<file path="src/rtl/lsu_mem_stage.sv">
// Load/store memory stage: accepts one EX request at a time, drives a synchronous
// word-wide data RAM with byte enables, and returns extended load data or an exception.
module lsu_mem_stage #(
    parameter int ADDR_W = 8
) (
    input  logic              clk,
    input  logic              rst_n,
    input  logic              req_valid,
    output logic              req_ready,
    input  logic              req_we,
    input  logic [2:0]        req_funct3,
    input  logic [31:0]       req_addr,
    input  logic [31:0]       req_wdata,
    input  logic [4:0]        req_rd,
    output logic [ADDR_W-1:0] ram_addr,
    output logic              ram_we,
    output logic [3:0]        ram_be,
    output logic [31:0]       ram_wdata,
    input  logic [31:0]       ram_rdata,
    output logic              rsp_valid,
    input  logic              rsp_ready,
    output logic [31:0]       rsp_data,
    output logic [4:0]        rsp_rd,
    output logic              rsp_is_load,
    output logic [1:0]        rsp_exc
);

    typedef enum logic [1:0] {
        S_IDLE,
        S_ACCESS,
        S_CAPTURE,
        S_RESP
    } state_t;

    localparam logic [1:0] EXC_OK    = 2'b00;
    localparam logic [1:0] EXC_ALIGN = 2'b01;
    localparam logic [1:0] EXC_F3    = 2'b10;
    localparam logic [1:0] EXC_RANGE = 2'b11;

    state_t              r_state;
    state_t              w_next;
    logic                w_accept;
    logic                w_legal;
    logic                w_misaligned;
    logic                w_out_of_range;
    logic [1:0]          w_exc;
    logic [3:0]          w_be;
    logic [31:0]         w_wdata;
    logic [7:0]          w_byte;
    logic [15:0]         w_half;
    logic [31:0]         w_load_data;

    logic                r_we;
    logic [2:0]          r_funct3;
    logic [1:0]          r_addr_lo;
    logic [3:0]          r_be;
    logic [ADDR_W-1:0]   r_ram_addr;
    logic [31:0]         r_ram_wdata;
    logic [31:0]         r_rsp_data;
    logic [4:0]          r_rsp_rd;
    logic                r_rsp_is_load;
    logic [1:0]          r_rsp_exc;

    assign req_ready = (r_state == S_IDLE) && rst_n;
    assign w_accept  = req_valid && req_ready;

    // Request checks, evaluated on the live request so the outcome is known at acceptance.
    always_comb begin
        // NOTE: every always_comb output gets a default first so no path leaves it unassigned (no latch).
        w_legal = 1'b0;
        if (req_we) begin
            w_legal = (req_funct3 == 3'b000) || (req_funct3 == 3'b001) || (req_funct3 == 3'b010);
        end else begin
            w_legal = (req_funct3 == 3'b000) || (req_funct3 == 3'b001) || (req_funct3 == 3'b010) ||
                      (req_funct3 == 3'b100) || (req_funct3 == 3'b101);
        end
        w_misaligned   = ((req_funct3[1:0] == 2'b01) && req_addr[0]) ||
                         ((req_funct3[1:0] == 2'b10) && (req_addr[1:0] != 2'b00));
        w_out_of_range = |req_addr[31:ADDR_W+2];
        if (!w_legal) begin
            w_exc = EXC_F3;
        end else if (w_misaligned) begin
            w_exc = EXC_ALIGN;
        end else if (w_out_of_range) begin
            w_exc = EXC_RANGE;
        end else begin
            w_exc = EXC_OK;
        end
    end

    // Lane formatting: data is replicated across lanes and the byte enables pick the target.
    always_comb begin
        w_be    = 4'b1111;
        w_wdata = req_wdata;
        case (req_funct3[1:0])
            2'b00: begin
                w_be    = 4'b0001 << req_addr[1:0];
                w_wdata = {4{req_wdata[7:0]}};
            end
            2'b01: begin
                w_be    = 4'b0011 << req_addr[1:0];
                w_wdata = {2{req_wdata[15:0]}};
            end
            default: ;
        endcase
    end

    always_comb begin
        w_byte = ram_rdata[7:0];
        case (r_addr_lo)
            2'd1:    w_byte = ram_rdata[15:8];
            2'd2:    w_byte = ram_rdata[23:16];
            2'd3:    w_byte = ram_rdata[31:24];
            default: ;
        endcase
        w_half = r_addr_lo[1] ? ram_rdata[31:16] : ram_rdata[15:0];
        case (r_funct3)
            3'b000:  w_load_data = {{24{w_byte[7]}}, w_byte};
            3'b001:  w_load_data = {{16{w_half[15]}}, w_half};
            3'b100:  w_load_data = {24'd0, w_byte};
            3'b101:  w_load_data = {16'd0, w_half};
            default: w_load_data = ram_rdata;
        endcase
    end

    always_ff @(posedge clk) begin
        // NOTE: registers use non-blocking assignments so every flop samples pre-edge values.
        if (!rst_n) begin
            r_state <= S_IDLE;
        end else begin
            r_state <= w_next;
        end
    end

    always_comb begin
        w_next = r_state;
        case (r_state)
            S_IDLE: begin
                if (w_accept) begin
                    w_next = (w_exc != EXC_OK) ? S_RESP : S_ACCESS;
                end
            end
            S_ACCESS:  w_next = r_we ? S_RESP : S_CAPTURE;
            S_CAPTURE: w_next = S_RESP;
            S_RESP: begin
                if (rsp_ready) begin
                    w_next = S_IDLE;
                end
            end
            default:   w_next = S_IDLE;
        endcase
    end

    always_ff @(posedge clk) begin
        if (!rst_n) begin
            r_we          <= 1'b0;
            r_funct3      <= 3'd0;
            r_addr_lo     <= 2'd0;
            r_be          <= 4'd0;
            r_ram_addr    <= '0;
            r_ram_wdata   <= 32'd0;
            r_rsp_data    <= 32'd0;
            r_rsp_rd      <= 5'd0;
            r_rsp_is_load <= 1'b0;
            r_rsp_exc     <= 2'd0;
        end else begin
            if (w_accept) begin
                r_we          <= req_we;
                r_funct3      <= req_funct3;
                r_addr_lo     <= req_addr[1:0];
                r_be          <= w_be;
                r_ram_addr    <= req_addr[ADDR_W+1:2];
                r_ram_wdata   <= w_wdata;
                r_rsp_data    <= 32'd0;
                r_rsp_rd      <= req_rd;
                r_rsp_is_load <= !req_we;
                r_rsp_exc     <= w_exc;
            end
            if (r_state == S_CAPTURE) begin
                r_rsp_data <= w_load_data;
            end
        end
    end

    // Write strobe is gated by rst_n combinationally so a reset landing on ACCESS blocks the write.
    assign ram_we      = (r_state == S_ACCESS) && r_we && rst_n;
    assign ram_be      = (r_state == S_ACCESS) ? r_be : 4'd0;
    assign ram_addr    = r_ram_addr;
    assign ram_wdata   = r_ram_wdata;
    assign rsp_valid   = (r_state == S_RESP);
    assign rsp_data    = r_rsp_data;
    assign rsp_rd      = r_rsp_rd;
    assign rsp_is_load = r_rsp_is_load;
    assign rsp_exc     = r_rsp_exc;

endmodule
</file>
<file path="config.mk">
export PLATFORM = sky130hd
export DESIGN_NAME = lsu_mem_stage
export DESIGN_NICKNAME = d
export VERILOG_FILES = /design/src/rtl/lsu_mem_stage.sv
export SDC_FILE = /design/constraint.sdc
export NUM_CORES = 1
export LEC_CHECK = 0
export ABC_AREA = 1
export CELL_PAD_IN_SITES_DETAIL_PLACEMENT = 1
export CELL_PAD_IN_SITES_GLOBAL_PLACEMENT = 1
export CORE_UTILIZATION = 25
export DETAILED_ROUTE_END_ITERATION = 12
export PLACE_DENSITY = 0.68
export SLEW_MARGIN = 10
export SYNTH_ARGS = -nofsm -noshare
export SYNTH_HDL_FRONTEND = slang
export SYNTH_SLANG_ARGS = --single-unit
</file>
<file path="constraint.sdc">
create_clock -name clk -period 2.15 [get_ports clk]
set_input_delay 0.43 -clock clk [delete_from_list [all_inputs] [get_ports clk]]
set_output_delay 0.43 -clock clk [all_outputs]
set_load 0.03 [all_outputs]
</file>
==> flow_summary_export.csv, run 1 <==
group,metric,value,unit
worst_setup_path,cp.arrival,1.66,ns
clock_tree,cts_max_level,3,
layout,fin_area,6930,sq um
worst_setup_path,criticalPathCategory,"reg2out",
yosys,synth-xor-area-share,0,
worst_setup_path,critPathCaptureType,"primary output",
die,core_area,17300,sq um
worst_setup_path,worstRegToRegCells,9,
yosys,synth-compound-area-share,0.192,
die,dieArea,18300,sq um
sta,slew_headroom,0.636,
worst_setup_path,path_buf_inv,1,
yosys,seq_area_frac_synth,0.415,
worst_setup_path,worstPathMaxFanout,5,
clock_tree,cts-root-buf,"clkbuf_16",
pwr,switching_share,0.395,
sta,period_share,0.974,
grt,use_met1,0.215,
placement,place_congestion,0.797,
hold_path,min_path_cells,2,
placement,place_ws,0.0996,ns
grt,grt_pass1_wl,26700,um
pwr,vdd_drop_max,0.526,mV
grt,antenna_found_initial,0,
die,ios,196,
yosys,ys_warn_count,0,
worst_setup_path,crit_required,1.72,ns
worst_setup_path,cp_cell_sequence,"ha_1, clkdlybuf4s50_1",
routing,dr.pass1.iters,4,
routing,viasPerCell,4.66,
yosys,synth-seq-cells,92,
routing,vias,4995,
clock_tree,cts_tree,"done",
pwr,fin_total_pwr,7.26,mW
sta,finalHoldViolCount,0,
yosys,syn_inst,656,
sta,final.min_clock_period,2.09,ns
worst_setup_path,slowest_stage,"clkdlybuf4s50_1",
yosys,synthMuxAreaShare,0,
clock_tree,cts_buffers,9,
placement,dpl_cell_area,6610,sq um
yosys,synth_top_family_by_area,"simple AND/OR/NAND/NOR gates",
placement,dp_hpwl,13000,um
yosys,syn-num-nets,770,
routing,ant_nets,0,
routing,drc,0,
pwr,pwr-share-comb,0.434,
routing,initialDrtViolationCount,135,
die,die_height,135,um
routing,routed_wirelength,16900,um
yosys,syn_avg_cell_area,6.76,sq um
layout,final_cell_mix,"nand2_1, clkdlybuf4s50_1, dfxtp_1, a21oi_1, o21ai_0",
layout,n_antenna_cell,0,
clock_tree,holdBufCountCts,0,
sta,clock_skew,0.00784,ns
pwr,pwr_density_cell,1050,nW/um^2
clock_tree,clk_latency,0.35,ns
layout,drive_above_1_share,0.0686,
worst_setup_path,slowest_delay,0.70,ns
hold_path,min_path_type,"reg2reg",
grt,grt_max_degree,39,
die,fp-row-count,48,
yosys,syn_area,4440,sq um
layout,syn_to_final_growth,56.3,%
sta,tns,0,ns
clock_tree,cts_sinks,92,
clock_tree,post-cts-setup-buffers,0,
pwr,clock_power_share,0.246,
clock_tree,path_clk_slew,0.07,ns
die,start_util,0.257,
worst_setup_path,crit_family,"buffers and inverters",
sta,drv_slew,0,
sta,worstMarginPinSlew,0.545,ns
flow_run,drv_cap,0,
pwr,intPower,4.39,mW
layout,nets,955,
pwr,power.leakage,2.84,nW
pwr,pwr-share-seq,0.320,
sta,setup_viol,0,
yosys,yosys.area_share.simple,0.287,
clock_tree,cts_resized,4,
grt,globalRouteOverflowTotal,0,
sta,fmax,478,MHz
sta,rsz0062_at_grt,"false",
grt,grt_pass1_vias,5275,
clock_tree,clk_path_buf_depth,2,
worst_setup_path,cp.depth,2,
layout,final_common_cell,"nand2_1",
grt,grt_use_met3,0.0557,
worst_setup_path,worst_setup_path_start_kind,"register",
sta,layout_setup_ws,0.0566,ns
grt,grt.met2_usage,0.328,
die,die_w,135,um
routing,wl_per_cell,15.7,um
placement,portBuffers,195,
yosys,synthAdderAreaFrac,0.0141,
yosys,ys_types,27,
pwr,power_switching,2.87,mW
status,status,"completed",
grt,grt-busiest-layer,"met2",
grt,gr-usage-all-layers,0.187,
[worst reg2reg max path: stages, from the launching register on]
cell and delay [ns]:
dfxtp_1 0.41, inv_1 0.11, ha_1 0.27, nand2_1 0.09
inv_2 0.05, nand2_4 0.11, nand2_1 0.08, inv_2 0.40
nand2_1 0.14, a21oi_1 0.17
[power by group through the flow]
stage	Combinational, mW	Sequential (mW)	Clock [mW]
2_1_floorplan	1.28	2.95	0
3_3_place_gp	3.11	2.35	0
3_5_place_dp	3.19	2.36	0
4_1_cts	3.20	2.33	1.82
5_1_grt	3.43	2.37	1.90
6_report	3.15	2.32	1.78
[per-layer routing]
metal	up-vias	wire length, um
li1	2491	-
met1	2318	7020
met2	161	8200
met3	25	1320
met4	0	316
met5	-	0
[through the flow]
step,hold WS (ns),cells,util
global placement,0.452,1055,0.382
CTS,0.471,1071,0.401
finish,0.468,1071,0.401
global route,0.490,1071,0.401
detailed placement,0.458,1055,0.382
floorplan,0.458,656,-
[path summary, 6_finish.rpt]
check                                  from                         to  slack, ns
hold reg to reg   rsp_data[18]$_SDFFE_PN0P_  rsp_data[18]$_SDFFE_PN0P_       0.47
hold / removal    rsp_data[18]$_SDFFE_PN0P_  rsp_data[18]$_SDFFE_PN0P_       0.47
setup / recovery    r_state[0]$_SDFFE_PN0P_                  rsp_valid       0.06
setup reg to reg    r_state[0]$_SDFFE_PN0P_  rsp_data[23]$_SDFFE_PN0P_       0.24
[flip-flops by register name, indices dropped and copies added (netlist names)]
signal / flops
rsp_data: 32
r_we: 1
r_funct3: 3
r_state: 2
ram_addr: 8
rsp_rd: 5
r_addr_lo: 2
r_be: 4
ram_wdata: 32
rsp_is_load: 1
rsp_exc: 2
[cell families (layout without fill, tap and decap cells)]
group                      count (synthesis)  count (layout)
AOI/OAI and AO/OA                        159             159
DFF                                       92              92
buffers and inverters                     91             281
adders and majority gates                  5               5
and+or+nand+nor                          309             309
[area by class of cell]
type | count | area [sq um]
inverter | 51 | 193
clock inverter | 6 | 95.1
clock buffer | 10 | 239
timing repair buffer | 214 | 2100
sequential | 92 | 1840
multi-input combinational | 473 | 2190
tap | 225 | 282
fill | 2157 | 10400
[synthesized netlist by cell type, drive strengths merged]
cell type	number	share of area
a211oi	1	0.0017
a21oi	73	0.082
a221oi	1	0.0020
a22oi	13	0.023
a31oi	4	0.0056
buf	26	0.036
clkbuf	14	0.012
clkinv	2	0.0020
dfxtp	92	0.42
ha	5	0.014
inv	49	0.041
nand2	204	0.17
nand3	35	0.043
nand4	3	0.0076
nor2	60	0.052
o211ai	3	0.0051
o21ai	64	0.072
or2	7	0.0099
Power figures use the tool's default switching activity.
==> run 2: changes to the inputs <==
--- a/config.mk
+++ b/config.mk
@@ -11,6 +11,7 @@
 export CORE_UTILIZATION = 25
 export DETAILED_ROUTE_END_ITERATION = 12
 export PLACE_DENSITY = 0.68
+export RECOVER_POWER = 25
 export SLEW_MARGIN = 10
 export SYNTH_ARGS = -nofsm -noshare
 export SYNTH_HDL_FRONTEND = slang
==> run 2 against run 1 <==
Net effect:
- worst hold slack got worse by 0.0034 ns
- critical path type unchanged
- largest cell class unchanged
- count of clock-buffer cells in the layout did not move
- combinational power about the same
- flip-flop and latch count is the same
==> flow_summary_export.csv, run 2 (synthesis gave the netlist of run 1 again) <==
group,metric,value,unit
layout,fin_cells,1071,
die,start_util,0.257,
worst_setup_path,critPathCaptureType,"primary output",
layout,drive_above_1_share,0.0638,
layout,nets,955,
die,dieArea,18300,sq um
layout,syn_to_final_growth,56.0,%
die,core_area,17300,sq um
flow_run,drv_cap,0,
sta,tns,0,ns
worst_setup_path,path_buf_inv,1,
layout,final_common_cell,"nand2_1",
clock_tree,cts-root-buf,"clkbuf_16",
clock_tree,cts_buffers,9,
layout,final_cell_mix,"nand2_1, clkdlybuf4s50_1, dfxtp_1, a21oi_1, o21ai_0",
pwr,pwr_density_cell,1040,nW/um^2
sta,worstMarginPinSlew,0.627,ns
sta,layout_setup_ws,0.0745,ns
worst_setup_path,slowest_delay,0.69,ns
grt,grt_pass1_vias,5275,
sta,setup_viol,0,
layout,fillCellCount,2160,
die,ios,196,
routing,drc,0,
placement,dp_hpwl,13000,um
clock_tree,cts_tree,"done",
die,die_w,135,um
worst_setup_path,cp_cell_sequence,"ha_1, clkdlybuf4s50_1",
worst_setup_path,crit_family,"buffers and inverters",
routing,ant_nets,0,
grt,grt_pass1_wl,26700,um
clock_tree,cts_sinks,92,
die,fp-row-count,48,
worst_setup_path,worstReg2RegEnd,"r_state[1]$_SDFFE_PN0P_",
routing,wl_per_cell,15.8,um
grt,grt-busiest-layer,"met2",
clock_tree,path_clk_slew,0.07,ns
worst_setup_path,timing.rr.start,"r_state[0]$_SDFFE_PN0P_",
layout,n_antenna_cell,0,
routing,dr.pass1.iters,4,
clock_tree,holdBufCountCts,0,
grt,grt_max_degree,39,
routing,initialDrtViolationCount,155,
grt,grt_use_met3,0.0557,
worst_setup_path,worstSetupEndpoint,"rsp_valid",
sta,clock_skew,0.00854,ns
die,die_height,135,um
worst_setup_path,cp.arrival,1.65,ns
worst_setup_path,slowest_stage,"clkdlybuf4s50_1",
grt,grt.met2_usage,0.328,
placement,dp.cells,1055,
worst_setup_path,cp.depth,2,
sta,final.min_clock_period,2.08,ns
worst_setup_path,worstRegToRegCells,9,
sta,fmax,482,MHz
sta,period_share,0.965,
clock_tree,clk_latency,0.35,ns
sta,finalHoldViolCount,0,
status,status,"completed",
grt,globalRouteOverflowTotal,0,
placement,place_congestion,0.797,
worst_setup_path,crit_required,1.72,ns
placement,place_ws,0.0996,ns
worst_setup_path,worstPathMaxFanout,5,
worst_setup_path,r2r_slack,0.24,ns
worst_setup_path,startpoint,"r_state[0]$_SDFFE_PN0P_",
routing,routed_wirelength,16900,um
worst_setup_path,criticalPathCategory,"reg2out",
sta,slew_headroom,0.580,
pwr,vdd_drop_max,0.526,mV
sta,rsz0062_at_grt,"false",
routing,viasPerCell,4.69,
grt,use_met1,0.215,
hold_path,min_path_type,"reg2reg",
clock_tree,clk_path_buf_depth,2,
clock_tree,cts_max_level,3,
worst_setup_path,worst_setup_path_start_kind,"register",
routing,vias,5025,
placement,portBuffers,195,
grt,gr-usage-all-layers,0.187,
sta,drv_slew,0,
grt,antenna_found_initial,0,
pwr,power.leakage,2.88,nW
[run 2: changes by cell type in the layout (fill, tap and decap cells not counted), sizes merged]
cell           delta
clkbuf            +2
dlygate4sd3      +15
buf               -2
clkdlybuf4s50    -15
[run 2: what timing repair did]
item	CTS	global route
endpoints found under the setup margin	4	3
setup buffers	0	0
gates resized for setup	4	4
[run 2: metal layers]
layer / vias up / part of all wire
li1: 2493 / -
met1: 2346 / 0.42
met2: 165 / 0.49
met3: 21 / 0.077
met4: 0 / 0.017
met5: - / 0
[run 2: metrics by stage]
stage / hold WS [ns] / power, mW / util / area, sq um
floorplan: 0.458 / 4.23 / - / 4440
global placement: 0.452 / 5.46 / 0.382 / 6610
detailed placement: 0.458 / 5.55 / 0.382 / 6610
CTS: 0.471 / 7.35 / 0.401 / 6940
global route: 0.487 / 7.66 / 0.400 / 6920
finish: 0.464 / 7.22 / 0.400 / 6920
[run 2: cell type report]
cell class	count	area (sq um)	share of cell area
Multi-Input combinational cell	473	2180	0.315
Sequential cell	92	1840	0.266
Tap cell	225	282	0.0407
Inverter	51	193	0.0278
Clock buffer	10	239	0.0345
Clock inverter	6	95.1	0.0137
Timing Repair Buffer	214	2090	0.302
[run 2: power breakdown]
group | switching [mW] | internal [mW]
logic | 1.91 | 1.21
clock network | 0.722 | 1.06
registers | 0.234 | 2.09
total | 2.86 | 4.36
[run 2: how the worst min path moves through the flow]
stage,slack (ns),end,depth (start not counted),start
after floorplan,0.46,r_be[1]$_SDFFE_PN0P_,2,r_be[1]$_SDFFE_PN0P_
after global placement,0.45,rsp_data[15]$_SDFFE_PN0P_,2,rsp_data[15]$_SDFFE_PN0P_
after detailed placement,0.46,ram_addr[7]$_SDFFE_PN0P_,2,ram_addr[7]$_SDFFE_PN0P_
after CTS,0.47,rsp_data[5]$_SDFFE_PN0P_,2,rsp_data[5]$_SDFFE_PN0P_
after global routing,0.49,rsp_data[18]$_SDFFE_PN0P_,2,rsp_data[18]$_SDFFE_PN0P_
final,0.46,rsp_data[18]$_SDFFE_PN0P_,2,rsp_data[18]$_SDFFE_PN0P_
[run 2: worst min-delay path: cells and delay by family, from the launching register on]
family,cells,cell delay [ns]
compound gates,1,0.05
flops,1,0.31
simple gates,1,0.06
